[src/rtl/accum_frame_packer_if.sv]
// accum_frame_packer_if: FIFO-drain and UART-byte handshake bundle for accum_frame_packer.
interface accum_frame_packer_if;
  logic        data_ready_to_read;
  logic [15:0] data_in;
  logic        data_read;
  logic [7:0]  tx_data;
  logic        tx_valid;
  logic        tx_ready;
  logic        frame_active;
  logic        frame_done;
  modport master (
    input  data_ready_to_read, data_in, tx_ready,
    output data_read, tx_data, tx_valid, frame_active, frame_done
  );
  modport slave (
    output data_ready_to_read, data_in, tx_ready,
    input  data_read, tx_data, tx_valid, frame_active, frame_done
  );
endinterface

[src/rtl/accum_frame_packer.sv]
// accum_frame_packer: drains 16-bit FIFO samples into A5/count/MSB/LSB byte frames for the UART tx.
// Define ACCUM_PACKER_CHECKSUM_EN to append a two's-complement checksum byte to every frame.
module accum_frame_packer #(
  parameter int         SAMPLES_PER_FRAME = 125,
  parameter logic [7:0] HEADER_BYTE       = 8'hA5
) (
  input logic clk,
  input logic rst,
  accum_frame_packer_if.master bus
);
`ifdef ACCUM_PACKER_CHECKSUM_EN
  typedef enum logic [2:0] {IDLE, HDR, CNT, LOAD, SEND_HI, SEND_LO, CSUM, DONE} state_t;
`else
  typedef enum logic [2:0] {IDLE, HDR, CNT, LOAD, SEND_HI, SEND_LO, DONE} state_t;
`endif
  localparam logic [7:0] N = 8'(SAMPLES_PER_FRAME);
  state_t     state_q, state_d;
  logic [7:0] cnt_q, cnt_d;
  logic [7:0] hold_q, hold_d;
  logic [7:0] tx_data_q, tx_data_d;
  logic       tx_valid_q, tx_valid_d;
  logic       data_read_q, data_read_d;
  logic       frame_active_q, frame_active_d;
  logic       frame_done_q, frame_done_d;
  logic       xfer;
  assign xfer = tx_valid_q & bus.tx_ready;
`ifdef ACCUM_PACKER_CHECKSUM_EN
  logic [7:0] sum_q, sum_d, sum_acc;
  assign sum_acc = sum_q + tx_data_q;
  // every accepted byte before the checksum itself feeds the running sum
  always_comb
    sum_d = (state_q == DONE) ? 8'h00 : (xfer && state_q != CSUM) ? sum_acc : sum_q;
`endif
  always_comb begin
    state_d = state_q;
    cnt_d = cnt_q;
    hold_d = hold_q;
    tx_data_d = tx_data_q;
    tx_valid_d = tx_valid_q;
    data_read_d = 1'b0;
    frame_active_d = frame_active_q;
    frame_done_d = 1'b0;
    case (state_q)
      IDLE: if (bus.data_ready_to_read) begin
        state_d = HDR;
        tx_data_d = HEADER_BYTE;
        tx_valid_d = 1'b1;
        frame_active_d = 1'b1;
      end
      HDR: if (xfer) begin
        state_d = CNT;
        tx_data_d = N;
      end
      CNT: if (xfer) begin
        state_d = LOAD;
        tx_valid_d = 1'b0;
      end
      LOAD: if (bus.data_ready_to_read) begin
        state_d = SEND_HI;
        hold_d = bus.data_in[7:0];
        data_read_d = 1'b1;
        tx_data_d = bus.data_in[15:8];
        tx_valid_d = 1'b1;
      end
      SEND_HI: if (xfer) begin
        state_d = SEND_LO;
        tx_data_d = hold_q;
      end
      SEND_LO: if (xfer) begin
        cnt_d = cnt_q + 8'd1;
        if (cnt_d != N) begin
          state_d = LOAD;
          tx_valid_d = 1'b0;
        end else begin
`ifdef ACCUM_PACKER_CHECKSUM_EN
          state_d = CSUM;
          tx_data_d = 8'h00 - sum_acc;
`else
          state_d = DONE;
          tx_valid_d = 1'b0;
          frame_done_d = 1'b1;
`endif
        end
      end
`ifdef ACCUM_PACKER_CHECKSUM_EN
      CSUM: if (xfer) begin
        state_d = DONE;
        tx_valid_d = 1'b0;
        frame_done_d = 1'b1;
      end
`endif
      DONE: begin
        state_d = IDLE;
        frame_active_d = 1'b0;
        cnt_d = 8'd0;
      end
      default: state_d = IDLE;
    endcase
  end
  always_ff @(posedge clk or negedge rst) begin
    if (!rst) begin
      state_q <= IDLE;
      cnt_q <= 8'd0;
      hold_q <= 8'd0;
      tx_data_q <= 8'h00;
      tx_valid_q <= 1'b0;
      data_read_q <= 1'b0;
      frame_active_q <= 1'b0;
      frame_done_q <= 1'b0;
`ifdef ACCUM_PACKER_CHECKSUM_EN
      sum_q <= 8'h00;
`endif
    end else begin
      state_q <= state_d;
      cnt_q <= cnt_d;
      hold_q <= hold_d;
      tx_data_q <= tx_data_d;
      tx_valid_q <= tx_valid_d;
      data_read_q <= data_read_d;
      frame_active_q <= frame_active_d;
      frame_done_q <= frame_done_d;
`ifdef ACCUM_PACKER_CHECKSUM_EN
      sum_q <= sum_d;
`endif
    end
  end
  assign bus.data_read = data_read_q;
  assign bus.tx_data = tx_data_q;
  assign bus.tx_valid = tx_valid_q;
  assign bus.frame_active = frame_active_q;
  assign bus.frame_done = frame_done_q;
endmodule

[src/flat_wrapper.sv]
// flat-port wrapper written by rule: the top's interface ports become plain ports
module accum_frame_packer_flat 
#(
  parameter int         SAMPLES_PER_FRAME = 125,
  parameter logic [7:0] HEADER_BYTE       = 8'hA5
)
  (clk, rst, bus_data_ready_to_read, bus_data_in, bus_tx_ready, bus_data_read, bus_tx_data, bus_tx_valid, bus_frame_active, bus_frame_done);
  accum_frame_packer_if bus_i ();
  input logic clk;
  input logic rst;
  input wire logic [$bits(bus_i.data_ready_to_read)-1:0] bus_data_ready_to_read;
  input wire logic [$bits(bus_i.data_in)-1:0] bus_data_in;
  input wire logic [$bits(bus_i.tx_ready)-1:0] bus_tx_ready;
  output wire logic [$bits(bus_i.data_read)-1:0] bus_data_read;
  output wire logic [$bits(bus_i.tx_data)-1:0] bus_tx_data;
  output wire logic [$bits(bus_i.tx_valid)-1:0] bus_tx_valid;
  output wire logic [$bits(bus_i.frame_active)-1:0] bus_frame_active;
  output wire logic [$bits(bus_i.frame_done)-1:0] bus_frame_done;
  assign bus_i.data_ready_to_read = bus_data_ready_to_read;
  assign bus_i.data_in = bus_data_in;
  assign bus_i.tx_ready = bus_tx_ready;
  assign bus_data_read = bus_i.data_read;
  assign bus_tx_data = bus_i.tx_data;
  assign bus_tx_valid = bus_i.tx_valid;
  assign bus_frame_active = bus_i.frame_active;
  assign bus_frame_done = bus_i.frame_done;
  accum_frame_packer #(.SAMPLES_PER_FRAME(SAMPLES_PER_FRAME), .HEADER_BYTE(HEADER_BYTE)) u_core (.clk(clk), .rst(rst), .bus(bus_i));
endmodule
[config.mk]
export PLATFORM = sky130hd
export DESIGN_NAME = accum_frame_packer_flat
export DESIGN_NICKNAME = d
export VERILOG_FILES = /design/src/rtl/accum_frame_packer_if.sv /design/src/rtl/accum_frame_packer.sv /design/src/flat_wrapper.sv
export SDC_FILE = /design/constraint.sdc
export NUM_CORES = 1
export LEC_CHECK = 0
export BUFFER_PORTS_ARGS = -buffer_cell sky130_fd_sc_hd__clkbuf_2
export CAP_MARGIN = 10
export CORE_UTILIZATION = 55
export DETAILED_ROUTE_END_ITERATION = 6
export PLACE_DENSITY = 0.8
export SETUP_SLACK_MARGIN = 0.05
export SLEW_MARGIN = 20
export SYNTH_ARGS = -nofsm -noshare
export SYNTH_HDL_FRONTEND = slang
export SYNTH_SLANG_ARGS = --single-unit
[constraint.sdc]
create_clock -name clk -period 3.05 [get_ports clk]
set_clock_uncertainty 0.2 [all_clocks]
set_input_delay 0.1525 -clock clk [delete_from_list [all_inputs] [get_ports clk]]
set_output_delay 0.1525 -clock clk [all_outputs]
set_load 0.01 [all_outputs]
# After elaboration in Yosys (flattened, before gate mapping)
# Index checks and enable logic that the tools add are counted.
# op_classes
n_addsub,1
bitwise,1
reduce_logical,13
eq_ne,15
mux,24
# op_table
op,n
8-bit 2-to-1 mux,5
8-bit one-hot mux with 4 select lines,1
3-bit 2-to-1 mux,7
3-bit one-hot mux with 6 select lines,1
8-bit one-hot mux with 2 select lines,1
2-bit by 1-bit != test with 1-bit output (second input constant),6
3-bit equality test (second input constant),3
8-bit by 1-bit adder with 8-bit output (second input constant),1
8-bit by 7-bit != test with 1-bit output (second input constant),1
1-bit 2-to-1 mux,7
3-bit by 2-bit equality test with 1-bit output (second input constant),2
2-bit AND reduction,3
6-bit AND reduction,1
2-bit nonzero test,3
5-bit AND reduction,1
2-bit != test (second input constant),2
1-bit one-hot mux with 2 select lines,2
4-bit nonzero test,1
2-bit OR reduction,2
3-bit by 1-bit equality test with 1-bit output (second input constant),1
3-bit zero test,1
3-bit AND reduction,1
1-bit bitwise AND,1
# totals
in_bits,20
elab_cells,62
output_inout_bits,12
ff_bits,31

# Longest topological paths before layout
# depth
depth_word,5
depth_mapped,6
depth_no_buf,5

# Worst setup path after synthesis
# No wires, ideal clock.
# synth_path
kind,register -> register
start,register u_core.cnt_q[0]
end,register u_core.state_q[0]
period_less_slack_ns,1.718
path_stages_with_launch,6
n_path_buf,0
t_required_ns,2.728
setup_time_ns,0.122
setup_slack_ns,1.332
arrival_ns,1.396
cell_sequence,dfrtp_1 ha_1 xnor2_1 nor4b_1 o211ai_1 a32o_1
# synth_between
elab_chain_cells,5
# synth_rtl
element,line,rtl
start: declaration,accum_frame_packer.sv:18,"logic [7:0] cnt_q, cnt_d;"
start signal: assignment,accum_frame_packer.sv:115,cnt_q <= cnt_d;
8-bit by 1-bit adder with 8-bit output,accum_frame_packer.sv:70,cnt_d = cnt_q + 8'd1;
8-bit by 7-bit != test with 1-bit output,accum_frame_packer.sv:71,if (cnt_d != N) begin
3-bit 2-to-1 mux,accum_frame_packer.sv:71,
3-bit 2-to-1 mux,accum_frame_packer.sv:69,SEND_LO: if (xfer) begin
3-bit one-hot mux with 6 select lines,accum_frame_packer.sv:43,case (state_q)
end signal: assignment,accum_frame_packer.sv:114,state_q <= state_d;
end: declaration,accum_frame_packer.sv:17,"state_t state_q, state_d;"
# Every way passes these cells. The select of a mux whose other input is x is not followed.
# A chain may end at the register's enable or synchronous reset.

# Worst setup path in the final report
# layout_path
start,register u_core.state_q[0]
end,register u_core.hold_q[3]
# layout_between
elab_chain_cells,2
# layout_rtl
element,line,rtl
3-bit by 2-bit equality test with 1-bit output,accum_frame_packer.sv:43,
2-bit AND reduction (no source line),n/a,
end signal: assignment,accum_frame_packer.sv:116,hold_q <= hold_d;
end: declaration,accum_frame_packer.sv:19,"logic [7:0] hold_q, hold_d;"
# Every way passes these cells.

==> summary.md <==
| Metric | Value |
|---|---|
| Overall Power | `1.658 mW` |
| CP Max Fanout | `11` |
| Worst hold margin | `9.701 ps` |
| Ports | `32` |
| Worst path depth | `3` |
| Detail Route Antenna Nets | `0` |
| Top cell types by occurrence after synthesis | `dfrtp_1, mux2_2, nand2_1` |
| CORE AREA | `2805 um^2` |
| Cell Pwr Density | `847.6 nW/um^2` |
| Tcrit/Tclk final | `73.15%` |
| Area Growth Syn to Fin | `18.86%` |
| Num CTS Buffers | `5` |
| CP arrival | `2260 ps` |
| Net Sw Power | `0.6130 mW` |
| Dpl ws | `866.9 ps` |
| Initial drt markers | `56` |
| Setup Crit Path Kind | `reg2reg` |
| Flop pwr share | `43.8%` |
| Via Count | `1306` |
| Vias per inst | `5.728` |
| Hold Path Stages | `4` |
| Switching Share | `36.98%` |
| Worst endpoint required time | `3080 ps` |
| First-pass GRT wire length | `5.658 mm` |
| Post-synth EDFFs | `0` |
| Net count after synthesis | `177` |
| Delay-heaviest family, CP | `simple AND/OR/NAND/NOR gates` |
| Most common cell in the synthesized netlist | `dfrtp_1` |
| Setup TNS | `0 ps` |
| Drt pass-1 iters | `6` |
| Clock Latency Late Sink | `340 ps` |
| Final Max Tran Viols | `0` |
| Synth area leader | `dfrtp_1` |
| Critical Path Start Type | `flop` |
| Area of the multi-input gates | `779.5 um^2` |
| Vias in the first global route | `1281` |
| Clk sinks | `31` |
| Syn avg cell area | `10.62 um^2` |
| Sequential Area | `775.7 um^2` |
| CTS H-tree lvls | `2` |
| Die area | `3214 um^2` |
| Synth Instances | `155` |
| Slowest cell on crit path | `nor2b_1` |
| Primary FF master, synth | `dfrtp_1` |
| GRT Residual Overflow | `0` |
| Post-DP HPWL | `2.258 mm` |
| Maximum clock rate | `448.2 MHz` |
| Post-route minimum period | `2231 ps` |
| Setup WS post-layout | `819.0 ps` |
| Async set-or-reset flop fraction in the synthesized netlist | `100.0%` |
| Max transition margin | `51.39%` |
| Initial antenna violation count | `0` |
| Largest net degree at the start of global routing | `32` |
| Die width | `56.70 um` |
| Max VDD drop | `0.4179 mV` |
| Row count | `19` |
| Lkg Pwr | `0.9241 nW` |
| Failing checks | `DRC` |
| Yosys top cell area share | `47.15%` |
| WHS Endpoint | `u_core.bus.tx_data[0]` |
| Run status | `complete, but fails checks` |
| Clk slew on worst S/H paths | `100 ps` |
| Crit-path max cell delay | `620 ps` |
| Fill cell total of the finished layout | `217` |
| Clk buf depth | `2` |
| DRC viols | `6` |
| Placer Congestion | `0.8164` |
| Reg2reg end | `u_core.hold_q[3]` |
| Overall Global Routing Usage | `23.58%` |
| # nets final | `218` |
| DR WL/cell | `14.85 um` |
| RSZ-0062 raised after global routing | `false` |
| Internal power | `1.045 mW` |
| CP Cell Sequence | `nor2b_1 > nand3_2 > mux2_2` |
| Height of the die | `56.70 um` |
| Setup-failing EPs final | `0` |
| Final WL | `3.385 mm` |
| Mapped Area | `1645 um^2` |
| Initial Util | `58.65%` |
| Gate power share | `39.3%` |
| Critical Path End Type | `flop` |
| N_diodes | `0` |
| Share of layout cells above drive strength 1 | `29.44%` |
| Clock root buffer | `clkbuf_4` |
| Clock power share | `16.9%` |
| YS warnings | `0` |
| RR Startpoint | `u_core.state_q[0]` |
| Maxcap violations | `0` |
| Synth area leaders | `dfrtp_1, mux2_2, nand2b_1` |
| WP buf/inv | `0` |
| Flops & latches, synth | `31` |
| IO buf count | `31` |
| Sequential area share after synthesis | `47.15%` |
| Worst Tran Pin Value | `729.2 ps` |
| Worst R2R Setup Slack | `820 ps` |
| Hold Crit Class | `in2reg` |
| R2R cell count | `3` |
| Final Hold Vio Count | `0` |
| Hold Crit Start | `bus_data_in[8]` |
| TritonCTS clock tree | `yes` |
| Netlist cell types | `40` |
metal layers:
metal  routed length, um  track usage (%)  vias to the layer above
li1                    -                -                      641
met1                1512            29.45                      618
met2                1647            37.24                       37
met3                 125            5.300                       10
met4                  99            13.93                        0
met5                   0                0                        -
power by group through the flow:
stage	registers (mW)	clock network, mW	logic (mW)
after global routing	0.745	0.302	0.721
after global placement	0.717	0	0.612
after floorplan	0.684	0	0.537
after detailed placement	0.730	0	0.636
after CTS	0.722	0.285	0.653
final	0.726	0.280	0.651
metrics by stage:
stage	std cells	util [%]	area, um^2
after global placement	210	63.69	1787
after detailed placement	210	63.69	1787
final	228	69.71	1956
after CTS	228	69.71	1956
after global routing	228	69.71	1956
after floorplan	155	-	1645
cells by family (layout without fill, tap and decap cells):
family | Yosys count | after routing | synth area share, %
AOI/OAI and AO/OA | 38 | 38 | 16.35
buffers and inverters | 17 | 59 | 5.475
muxes | 17 | 17 | 11.56
and+or+nand+nor | 46 | 46 | 15.82
xor gates and xnor gates | 4 | 4 | 2.130
DFF | 31 | 31 | 47.15
adders and majority gates | 2 | 2 | 1.521
sequential cells by signal (all words and copies together), names as in the netlist:
name                     count
u_core.bus.data_read         1
u_core.bus.frame_done        1
u_core.bus.tx_data           8
u_core.hold_q                8
u_core.cnt_q                 8
u_core.state_q               3
u_core.bus.frame_active      1
u_core.bus.tx_valid          1
timing repair:
| item | 4_1_cts | 5_1_grt |
|---|---|---|
| resized for setup | 0 | 0 |
| hold buffers | 10 | 0 |
| buffers inserted | 0 | 0 |
| endpoints found under the hold margin | 40 | 0 |
worst reg2reg max path: stages, from the launching register on:
cell,delay [ps]
dfrtp_1,570
nor2b_1,620
nand3_2,350
mux2_2,390
worst max path at each step:
| stage | to | slack, ps | from |
|---|---|---|---|
| 2_1_floorplan | u_core.state_q[0] | 1330 | u_core.cnt_q[0] |
| 3_3_place_gp | u_core.hold_q[3] | 940 | u_core.state_q[0] |
| 3_5_place_dp | u_core.hold_q[7] | 870 | u_core.state_q[0] |
| 4_1_cts | u_core.hold_q[3] | 840 | u_core.state_q[0] |
| 5_1_grt | u_core.hold_q[3] | 700 | u_core.state_q[0] |
| 6_report | u_core.hold_q[3] | 820 | u_core.state_q[0] |
cell usage in the layout, fill, tap and decap left out, drive strengths merged, types with 3 or more instances in the layout:
cell type,count
a21oi,9
a22o,3
a32oi,3
and3,3
clkbuf,39
dfrtp,31
dlygate4sd3,10
inv,10
mux2,16
nand2,14
nand2b,9
nand3,6
nor2,4
o211ai,3
o21ai,8
area by class of cell:
| class | count | area share (%) |
|---|---|---|
| multi-input combinational | 107 | 39.86 |
| sequential | 31 | 39.67 |
| timing repair buffer | 41 | 13.05 |
| clock buffer | 8 | 3.519 |
| tap | 31 | 1.983 |
| inverter | 10 | 1.919 |
Note: power is estimated with default switching activity, not from simulation.
